**config.mk**
```make
export PLATFORM = sky130hd
export DESIGN_NAME = prod_accum
export DESIGN_NICKNAME = d
export VERILOG_FILES = /design/src/rtl/prod_accum.sv
export SDC_FILE = /design/constraint.sdc
export NUM_CORES = 1
export LEC_CHECK = 0
export ABC_AREA = 1
export BUFFER_PORTS_ARGS = -buffer_cell sky130_fd_sc_hd__buf_2
export CAP_MARGIN = 20
export CORE_MARGIN = 2
export CORE_UTILIZATION = 40
export DETAILED_ROUTE_END_ITERATION = 8
export GPL_TIMING_DRIVEN = 0
export REMOVE_ABC_BUFFERS = 1
export SLEW_MARGIN = 20
export SYNTH_ARGS = -nofsm -noshare
export SYNTH_HDL_FRONTEND = slang
export SYNTH_SLANG_ARGS = --single-unit
```
**constraint.sdc**
```tcl
create_clock -name clk -period 4.5 [get_ports clk]
set_clock_uncertainty 0.1 [all_clocks]
set_input_delay 0 -clock clk [delete_from_list [all_inputs] [get_ports clk]]
set_output_delay 0 -clock clk [all_outputs]
set_load 0.02 [all_outputs]
```
**src/rtl/prod_accum.sv**
```systemverilog
// prod_accum: sums LEN-sample frames of signed products into a guarded accumulator and
// emits one rounded, narrowed result per frame. Define PROD_ACCUM_SAT_EN for saturation + out_sat.
module prod_accum #(
  parameter int MW    = 45,
  parameter int LEN   = 16,
  parameter int SHIFT = 0,
  parameter int OW    = 48
) (
  input  logic          clk,
  input  logic          rst,
  input  logic          clr,
  input  logic          in_valid,
  output logic          in_ready,
  input  logic [MW-1:0] prod,
  output logic          out_valid,
  input  logic          out_ready,
  output logic [OW-1:0] out_data
`ifdef PROD_ACCUM_SAT_EN
  ,
  output logic          out_sat
`endif
);
  localparam int AW_ACC = MW + $clog2(LEN);
  localparam int CW     = $clog2(LEN);
  localparam int RW     = AW_ACC + 1;
  localparam int XW     = (RW > OW) ? RW : OW;

  typedef enum logic {IDLE, ACC} state_e;

  state_e                   state_q, state_d;
  logic signed [AW_ACC-1:0] acc_q, acc_d;
  logic [CW-1:0]            cnt_q, cnt_d;
  logic                     out_valid_q, out_valid_d;
  logic [OW-1:0]            out_data_q, out_data_d;
  logic signed [AW_ACC-1:0] prod_x, sum;
  logic signed [RW-1:0]     r;
  logic signed [XW-1:0]     r_x;
  logic [OW-1:0]            narrow;
  logic                     accept, last;

  assign in_ready  = !out_valid_q || out_ready;
  assign accept    = in_valid && in_ready;
  assign prod_x    = {{(AW_ACC-MW){prod[MW-1]}}, prod};
  assign sum       = acc_q + prod_x;
  assign out_valid = out_valid_q;
  assign out_data  = out_data_q;

  // Rounding add is done one bit wider than the accumulator so it cannot overflow.
  generate
    if (SHIFT > 0) begin : g_round
      localparam logic signed [RW-1:0] HALF = RW'(1) << (SHIFT - 1);
      logic signed [RW-1:0] sum_w;
      assign sum_w = RW'(sum);
      assign r     = (sum_w + HALF) >>> SHIFT;
    end else begin : g_noround
      assign r = RW'(sum);
    end
  endgenerate

  assign r_x = XW'(r);

`ifdef PROD_ACCUM_SAT_EN
  localparam logic signed [XW-1:0] HI = {{(XW-OW+1){1'b0}}, {(OW-1){1'b1}}};
  localparam logic signed [XW-1:0] LO = ~HI;
  logic sat, out_sat_q, out_sat_d;

  always_comb begin
    sat    = 1'b0;
    narrow = r_x[OW-1:0];
    if (r_x > HI) begin
      sat    = 1'b1;
      narrow = HI[OW-1:0];
    end else if (r_x < LO) begin
      sat    = 1'b1;
      narrow = LO[OW-1:0];
    end
  end

  assign out_sat = out_sat_q;
`else
  assign narrow = r_x[OW-1:0];
`endif

  always_comb begin
    state_d = state_q;
    acc_d   = acc_q;
    cnt_d   = cnt_q;
    last    = 1'b0;
    if (clr) begin
      state_d = IDLE;
      acc_d   = '0;
      cnt_d   = '0;
    end else if (accept) begin
      unique case (state_q)
        IDLE: begin
          state_d = ACC;
          acc_d   = prod_x;
          cnt_d   = CW'(1);
        end
        ACC: begin
          if (cnt_q == CW'(LEN - 1)) begin
            last    = 1'b1;
            state_d = IDLE;
            acc_d   = '0;
            cnt_d   = '0;
          end else begin
            acc_d = sum;
            cnt_d = cnt_q + CW'(1);
          end
        end
      endcase
    end
  end

  // Pop first, then load: a same-cycle finalize overwrites the popped result and keeps valid high.
  always_comb begin
    out_valid_d = out_valid_q;
    out_data_d  = out_data_q;
`ifdef PROD_ACCUM_SAT_EN
    out_sat_d   = out_sat_q;
`endif
    if (out_valid_q && out_ready) out_valid_d = 1'b0;
    if (last) begin
      out_valid_d = 1'b1;
      out_data_d  = narrow;
`ifdef PROD_ACCUM_SAT_EN
      out_sat_d   = sat;
`endif
    end
  end

  always_ff @(posedge clk or posedge rst) begin
    if (rst) begin
      state_q     <= IDLE;
      acc_q       <= '0;
      cnt_q       <= '0;
      out_valid_q <= 1'b0;
      out_data_q  <= '0;
`ifdef PROD_ACCUM_SAT_EN
      out_sat_q   <= 1'b0;
`endif
    end else begin
      state_q     <= state_d;
      acc_q       <= acc_d;
      cnt_q       <= cnt_d;
      out_valid_q <= out_valid_d;
      out_data_q  <= out_data_d;
`ifdef PROD_ACCUM_SAT_EN
      out_sat_q   <= out_sat_d;
`endif
    end
  end
endmodule

```
==> summary.txt, run 1 <==
STA
  – Fmax: 313 MHz
  – Setup TNS: 0 ns
  – Slew of the pin with the lowest slew margin: 0.856 ns
  – RSZ-0062 raised after global routing: no
  – Final Slew Violations: 0
  – Final period util: between 70% and 80%
  – Max_slew headroom: a little over two fifths
  – Endpoints failing setup: 0
  – Min Clock Period, post-route: 3.19 ns
  – Final Hold Viols: 0

Yosys
  – Cell with the most instances after synthesis: nand2_1
  – Fraction of synthesized area in multiplexers: 0%
  – Syn Inst Count: 1219
  – Post-synthesis sequential area ratio: 32.0%
  – Synth Area in Simple Gates: 36.1%
  – Seq cells post-synth: 102
  – Most instantiated cells after synthesis: 464 x nand2_1, 191 x inv_1, 102 x dfrtp_1
  – Synthesis Warnings: 0
  – Synth top area cells: dfrtp_1 32%, nand2_1 22%, inv_1 9.0%
  – Yosys top cell area share: 32.0%
  – Cell area after synthesis: 7980 sq um
  – Fraction of registers with async set/reset: 100%
  – Post-synth top flop: dfrtp_1
  – Yosys cell types: 37
  – Fraction of the mapped netlist area in adder cells: 7.78%
  – Area leader, netlist: dfrtp_1
  – Post-synth EDFFs: 0
  – Largest family of logic cells by synthesized area: simple AND/OR/NAND/NOR gates
  – Xor/xnor share of the synthesized area: between 2 and 3%
  – Compound-Gate Fraction of Synth Area: 10.4%
  – Avg Inst Size Synth: 6.55 sq um

Hold path
  – Worst Hold Launch: in_valid
  – Hold Path Sink: state_q
  – Hold/Removal Path Class: primary input to flop
  – Hold depth: 4

Clocking
  – H-tree levels: 3
  – CTS buffer count: 9
  – Clk root buf: clkbuf_16
  – Clk pin slew, worst setup/hold paths: 0.07 ns
  – CTS sink count: 102
  – PostCTS Resize Cnt: 0
  – Max Root-Sink Buffers: 2
  – CTS tree: done
  – Worst-Skew Late Latency: approximately 0.37 ns

Drt
  – Residual DRC: 0
  – Antenna-violating nets left: 0
  – Initial drt markers: 521
  – Routed vias/inst: 4.78
  – Final WL: 23700 microns
  – Total number of vias: 7779
  – DR WL/cell: between 10 and 15 microns
  – TritonRoute pass-1 iters: 5

Layout
  – Layout cell share with drive strength beyond 1: between 10% and 20%
  – Ant. Diodes: 0
  – Core Util, Final: between 40% and 50%
  – Area growth syn-to-layout: 20.1%
  – Final net count: 1455

Power and ir drop
  – Leakage: 5.42 nW
  – Max IR drop VDD: 0.182 mV
  – PwrDens: 282 nW/um^2

Floorplanning
  – Die height: 145 microns
  – Initial Util: 40.9%
  – Core ar.: 19500 sq um
  – DIE WIDTH: 145 microns
  – Cell Rows: just over 50
  – IO Pins: 100
  – Die ar.: between 20000 and 25000 sq um

GRT
  – Pin count of the biggest net entering global routing: 73
  – Tot GR Track Use: 22.9%
  – Vias in the first global route: between 7000 and 8000
  – Global route overflow: 0
  – Antenna violations before repair: 0
  – First-pass GRT wire length: 39000 microns

Setup path
  – Worst-path fanout max: 72
  – Reg-to-reg endpoint: out_data[37]
  – Setup CP Type: flop to flop
  – CP endpoint kind: flop
  – Critical path required time: ~4.7 ns
  – Worst setup SP type: flop
  – Worst Path Arrival: 3.40 ns
  – RR Startpoint: state_q
  – Worst reg-to-reg path cell count: 6
  – R2R setup slack: ~1.3 ns

Placed design
  – I/O Buffers: a little under 100
  – Final GP Congestion: 0.942
  – HPWL after detailed placement: 18600 microns

Flow run
  – # Max-Cap Violations: 0

Outcome
  – Status: finished, final reports clean
-- placed cells by master (no fill, tap or decap), types with 9 or more instances in the layout --
master and n:
ha_1 48, xnor2_1 21, nor2_1 75, nor2_2 22, dfrtp_1 102, nand3_1 67, buf_2 99, a21oi_1 37
o21ai_1 15, inv_1 189, a22oi_1 30, nand2_2 20, clkbuf_16 9, nand2_1 464, o21ai_0 26, dlygate4sd3_1 48
-- sequential cells by signal (all words and copies together) (netlist names) --
register,cells
out_data,48
out_valid,1
cnt_q,4
acc_q,48
state_q,1
-- how the worst max path moves through the flow --
stage,from,end,cells past startpoint
finish,state_q,out_data[37],6
global route,state_q,out_data[41],6
CTS,state_q,out_data[37],6
detailed placement,state_q,out_data[37],6
global placement,rst,out_data[39],2
floorplan,rst,acc_q[0],1
-- metrics by stage --
step	instances	setup slack, ns	cell area [sq um]	power (mW)	hold WS (ns)
after global routing	1626	1.07	9580	2.87	0.0709
after floorplan	1195	1.72	7850	1.56	0.0199
after CTS	1626	1.29	9580	2.72	0.00725
final	1626	1.31	9580	2.70	0.0138
after global placement	1559	0.310	8680	1.77	0.144
after detailed placement	1562	1.31	8770	1.79	-0.0213
-- cells by family after synthesis --
family,Yosys count
adders and majority gates,49
buffers and inverters,222
and+or+nand+nor,684
xor gates and xnor gates,26
AOI/OAI and AO/OA,136
DFF,102
-- area by class of cell --
class	count	area [sq um]
well taps	265	332
flip-flops and latches	102	2550
clock inverters	6	91.3
repair buffers	150	1050
multi-input cells	895	4570
fillers	2052	9950
clock buffers	10	239
inverters	198	748
-- metal layers --
layer  vias to the layer above  routed length, microns  track usage (%)
li1                       4093                       -                -
met5                         -                       0                0
met1                      3512                   11900             32.9
met4                         0                     369             7.01
met2                       152                   10600             36.8
met3                        22                     837             1.92
-- where the power goes --
group | switching (mW) | internal [mW] | total (mW)
Combinational | 0.528 | 0.290 | 0.817
Sequential | 0.0270 | 0.957 | 0.984
Clock | 0.387 | 0.508 | 0.896
-- repair_timing --
item                                   4_1_cts  5_1_grt
hold buffers                                48        0
setup buffers                                0        0
endpoints found under the hold margin      114        0
-- critical path, cell delays in order (launching register included) --
cell	delay (ns)
dfrtp_1	0.64
clkinv_1	0.55
nor2_2	0.37
nand2_4	0.44
inv_2	0.69
nand3_1	0.22
nand2_1	0.09
(Power assumes the default switching activity.)
==> run 2: changes to the inputs <==
==> constraint.sdc (replaced) <==
create_clock -name clk -period 2.7 [get_ports clk]
set_clock_uncertainty 0.1 [all_clocks]
set_input_delay 0 -clock clk [delete_from_list [all_inputs] [get_ports clk]]
set_output_delay 0 -clock clk [all_outputs]
set_load 0.02 [all_outputs]
==> run 2 against run 1 <==
Compared with the run above:
- final cell count is 0.18% higher
- combinational power is 68% higher
- routed wire length grew 1.7%
- worst setup slack worse by 1.1 ns
- critical endpoint is now acc_q[20]
- sequential cell count unchanged
- cell area up 0.48%
- total power grew 67%
- core utilization is 0.24 points higher
- clock power increased by 66%
- register-to-register slack got worse by 1.1 ns
- first-iteration DRC count decreased by 7.1%
==> summary.txt, run 2 (synthesis gave the netlist of run 1 again) <==
GRT
  – Pin count of the biggest net entering global routing: 73 (unchanged)
  – Antenna violations before repair: 0 (unchanged)
  – Tot GR Track Use: 23.3% (was 22.9%)
  – Vias in the first global route: 7573 (was 7554)
  – Global route overflow: 0 (unchanged)
  – First-pass GRT wire length: 39400 microns (was 39000 microns)

Drt
  – DR WL/cell: 14.8 microns (was 14.6 microns)
  – Initial drt markers: 484 (was 521)
  – TritonRoute pass-1 iters: 5 (unchanged)
  – Final WL: 24100 microns (was 23700 microns)
  – Residual DRC: 0 (unchanged)
  – Routed vias/inst: 4.84 (was 4.78)
  – Antenna-violating nets left: 0 (unchanged)
  – Total number of vias: 7886 (was 7779)

STA
  – Min Clock Period, post-route: 2.52 ns (was 3.19 ns)
  – Worst setup margin: 0.178 ns (was 1.31 ns)
  – Final period util: 93.4% (was 71.0%)
  – Final Hold Viols: 0 (unchanged)
  – Slew of the pin with the lowest slew margin: 0.907 ns (was 0.856 ns)
  – Final Slew Violations: 0 (unchanged)
  – Max_slew headroom: 39.5% (was 42.9%)
  – RSZ-0062 raised after global routing: no (unchanged)
  – Endpoints failing setup: 0 (unchanged)
  – Fmax: 396 MHz (was 313 MHz)

Clocking
  – CTS buffer count: 9 (unchanged)
  – Worst-Skew Late Latency: 0.37 ns (about the same)
  – Max Root-Sink Buffers: 2 (unchanged)
  – CTS tree: done (unchanged)
  – Clk root buf: clkbuf_16 (unchanged)
  – H-tree levels: 3 (unchanged)
  – CTS sink count: 102 (unchanged)
  – Clk pin slew, worst setup/hold paths: 0.07 ns (about the same)

Setup path
  – Worst setup SP type: flop (unchanged)
  – Setup CP Type: flop to flop (unchanged)
  – Worst-path fanout max: 23 (was 72)
  – Worst Path Arrival: 2.70 ns (was 3.40 ns)
  – Critical path required time: 2.87 ns (was 4.71 ns)
  – CP endpoint kind: flop (unchanged)

Layout
  – Final net count: 1458 (was 1455)
  – Ant. Diodes: 0 (unchanged)
  – Area growth syn-to-layout: 20.7% (was 20.1%)
  – Most common cell after layout, fill and taps aside: nand2_1 (unchanged)
  – Non-filler cells, final: 1629 (was 1626)
  – Layout cell share with drive strength beyond 1: 13.3% (was 13.2%)
  – FILL cells: 2048 (was 2052)
  – Post-layout instance area: 9630 sq um (was 9580 sq um)
  – Most frequent cells in the layout: 464 x nand2_1, 189 x inv_1, 102 x dfrtp_1, 99 x buf_2, 75 x nor2_1 (unchanged)

Power and ir drop
  – Total power: 4.51 mW (was 2.70 mW)
  – PwrDens: 468 nW/um^2 (was 282 nW/um^2)
  – Max IR drop VDD: 0.307 mV (was 0.182 mV)
  – Leakage: 5.41 nW (was 5.42 nW)

Floorplanning
  – Die ar.: 21100 sq um (unchanged)
  – Cell Rows: 51 (unchanged)
  – IO Pins: 100 (unchanged)
  – Die height: 145 microns (unchanged)
  – DIE WIDTH: 145 microns (unchanged)
  – Initial Util: 40.9% (unchanged)
  – Core ar.: 19500 sq um (unchanged)

Placed design
  – Post-DP Area: 8770 sq um (unchanged)
  – Pre-CTS setup slack: -0.493 ns (was 1.31 ns)
  – Final GP Congestion: 0.942 (unchanged)
  – Placed Instances: 1562 (unchanged)
  – I/O Buffers: 99 (unchanged)
  – HPWL after detailed placement: 18600 microns (unchanged)

Outcome
  – Status: finished, final reports clean (unchanged)

Flow run
  – # Max-Cap Violations: 0 (unchanged)

Hold path
  – Hold/Removal Path Class: primary input to flop (unchanged)
==> run 2: final cells by class <==
type / count / area, sq um / share of cell area (%)
clock buffer: 10 / 239 / 2.48
multi-input combinational: 896 / 4590 / 47.6
clock inverter: 6 / 91.3 / 0.949
timing repair buffer: 152 / 1070 / 11.1
sequential: 102 / 2550 / 26.5
tap: 265 / 332 / 3.44
inverter: 198 / 754 / 7.84
==> run 2: repair_timing <==
action                                 in CTS  in global routing
setup buffers                               0                  0
hold buffers                               50                  0
resized for setup                           4                  1
endpoints found under the hold margin     112                  0
gates cloned                                1                  0
pin swaps                                   1                  0
setup endpoints to repair                  49                 26
==> run 2: path summary, 6_finish.rpt <==
kind	from	to	slack [ns]	cells past startpoint
hold / removal	in_valid	cnt_q[2]	0.03	4
max in group asynchronous	rst	acc_q[42]	1.76	4
min in group asynchronous	rst	out_data[12]	0.11	3
hold reg to reg	out_data[32]	out_data[32]	0.38	2
setup / recovery	out_valid	acc_q[20]	0.18	7
setup reg to reg	out_valid	acc_q[20]	0.18	7
==> run 2: through the flow <==
stage                     setup TNS (ns)  util (%)  hold WS [ns]
after floorplan                    -7.70         -        0.0199
after global placement           -198.32      44.5         0.144
after detailed placement          -16.31      44.9       -0.0213
after CTS                              0      49.3        0.0166
after global routing                   0      49.3        0.0817
final                                  0      49.3        0.0317
==> run 2: critical path: stages (launching register included) <==
cell and delay (ns):
dfrtp_1 0.40, nand2_2 0.09, nand2_1 0.10, nor2_4 0.45, inv_2 0.22, nor2_4 0.42
inv_2 0.33, o31ai_1 0.31
==> run 2: routing by layer <==
metal	GRT usage [%]	share of wire [%]	vias to the layer above
met5	0	0	-
li1	-	-	4100
met2	37.1	44	183
met1	33.4	49	3576
met4	7.45	2.0	0
met3	2.30	4.2	27
==> run 2: where the power goes <==
group | switching, mW | total (mW) | internal (mW)
clock network | 0.647 | 1.49 | 0.847
registers | 0.0452 | 1.64 | 1.60
logic | 0.887 | 1.37 | 0.485
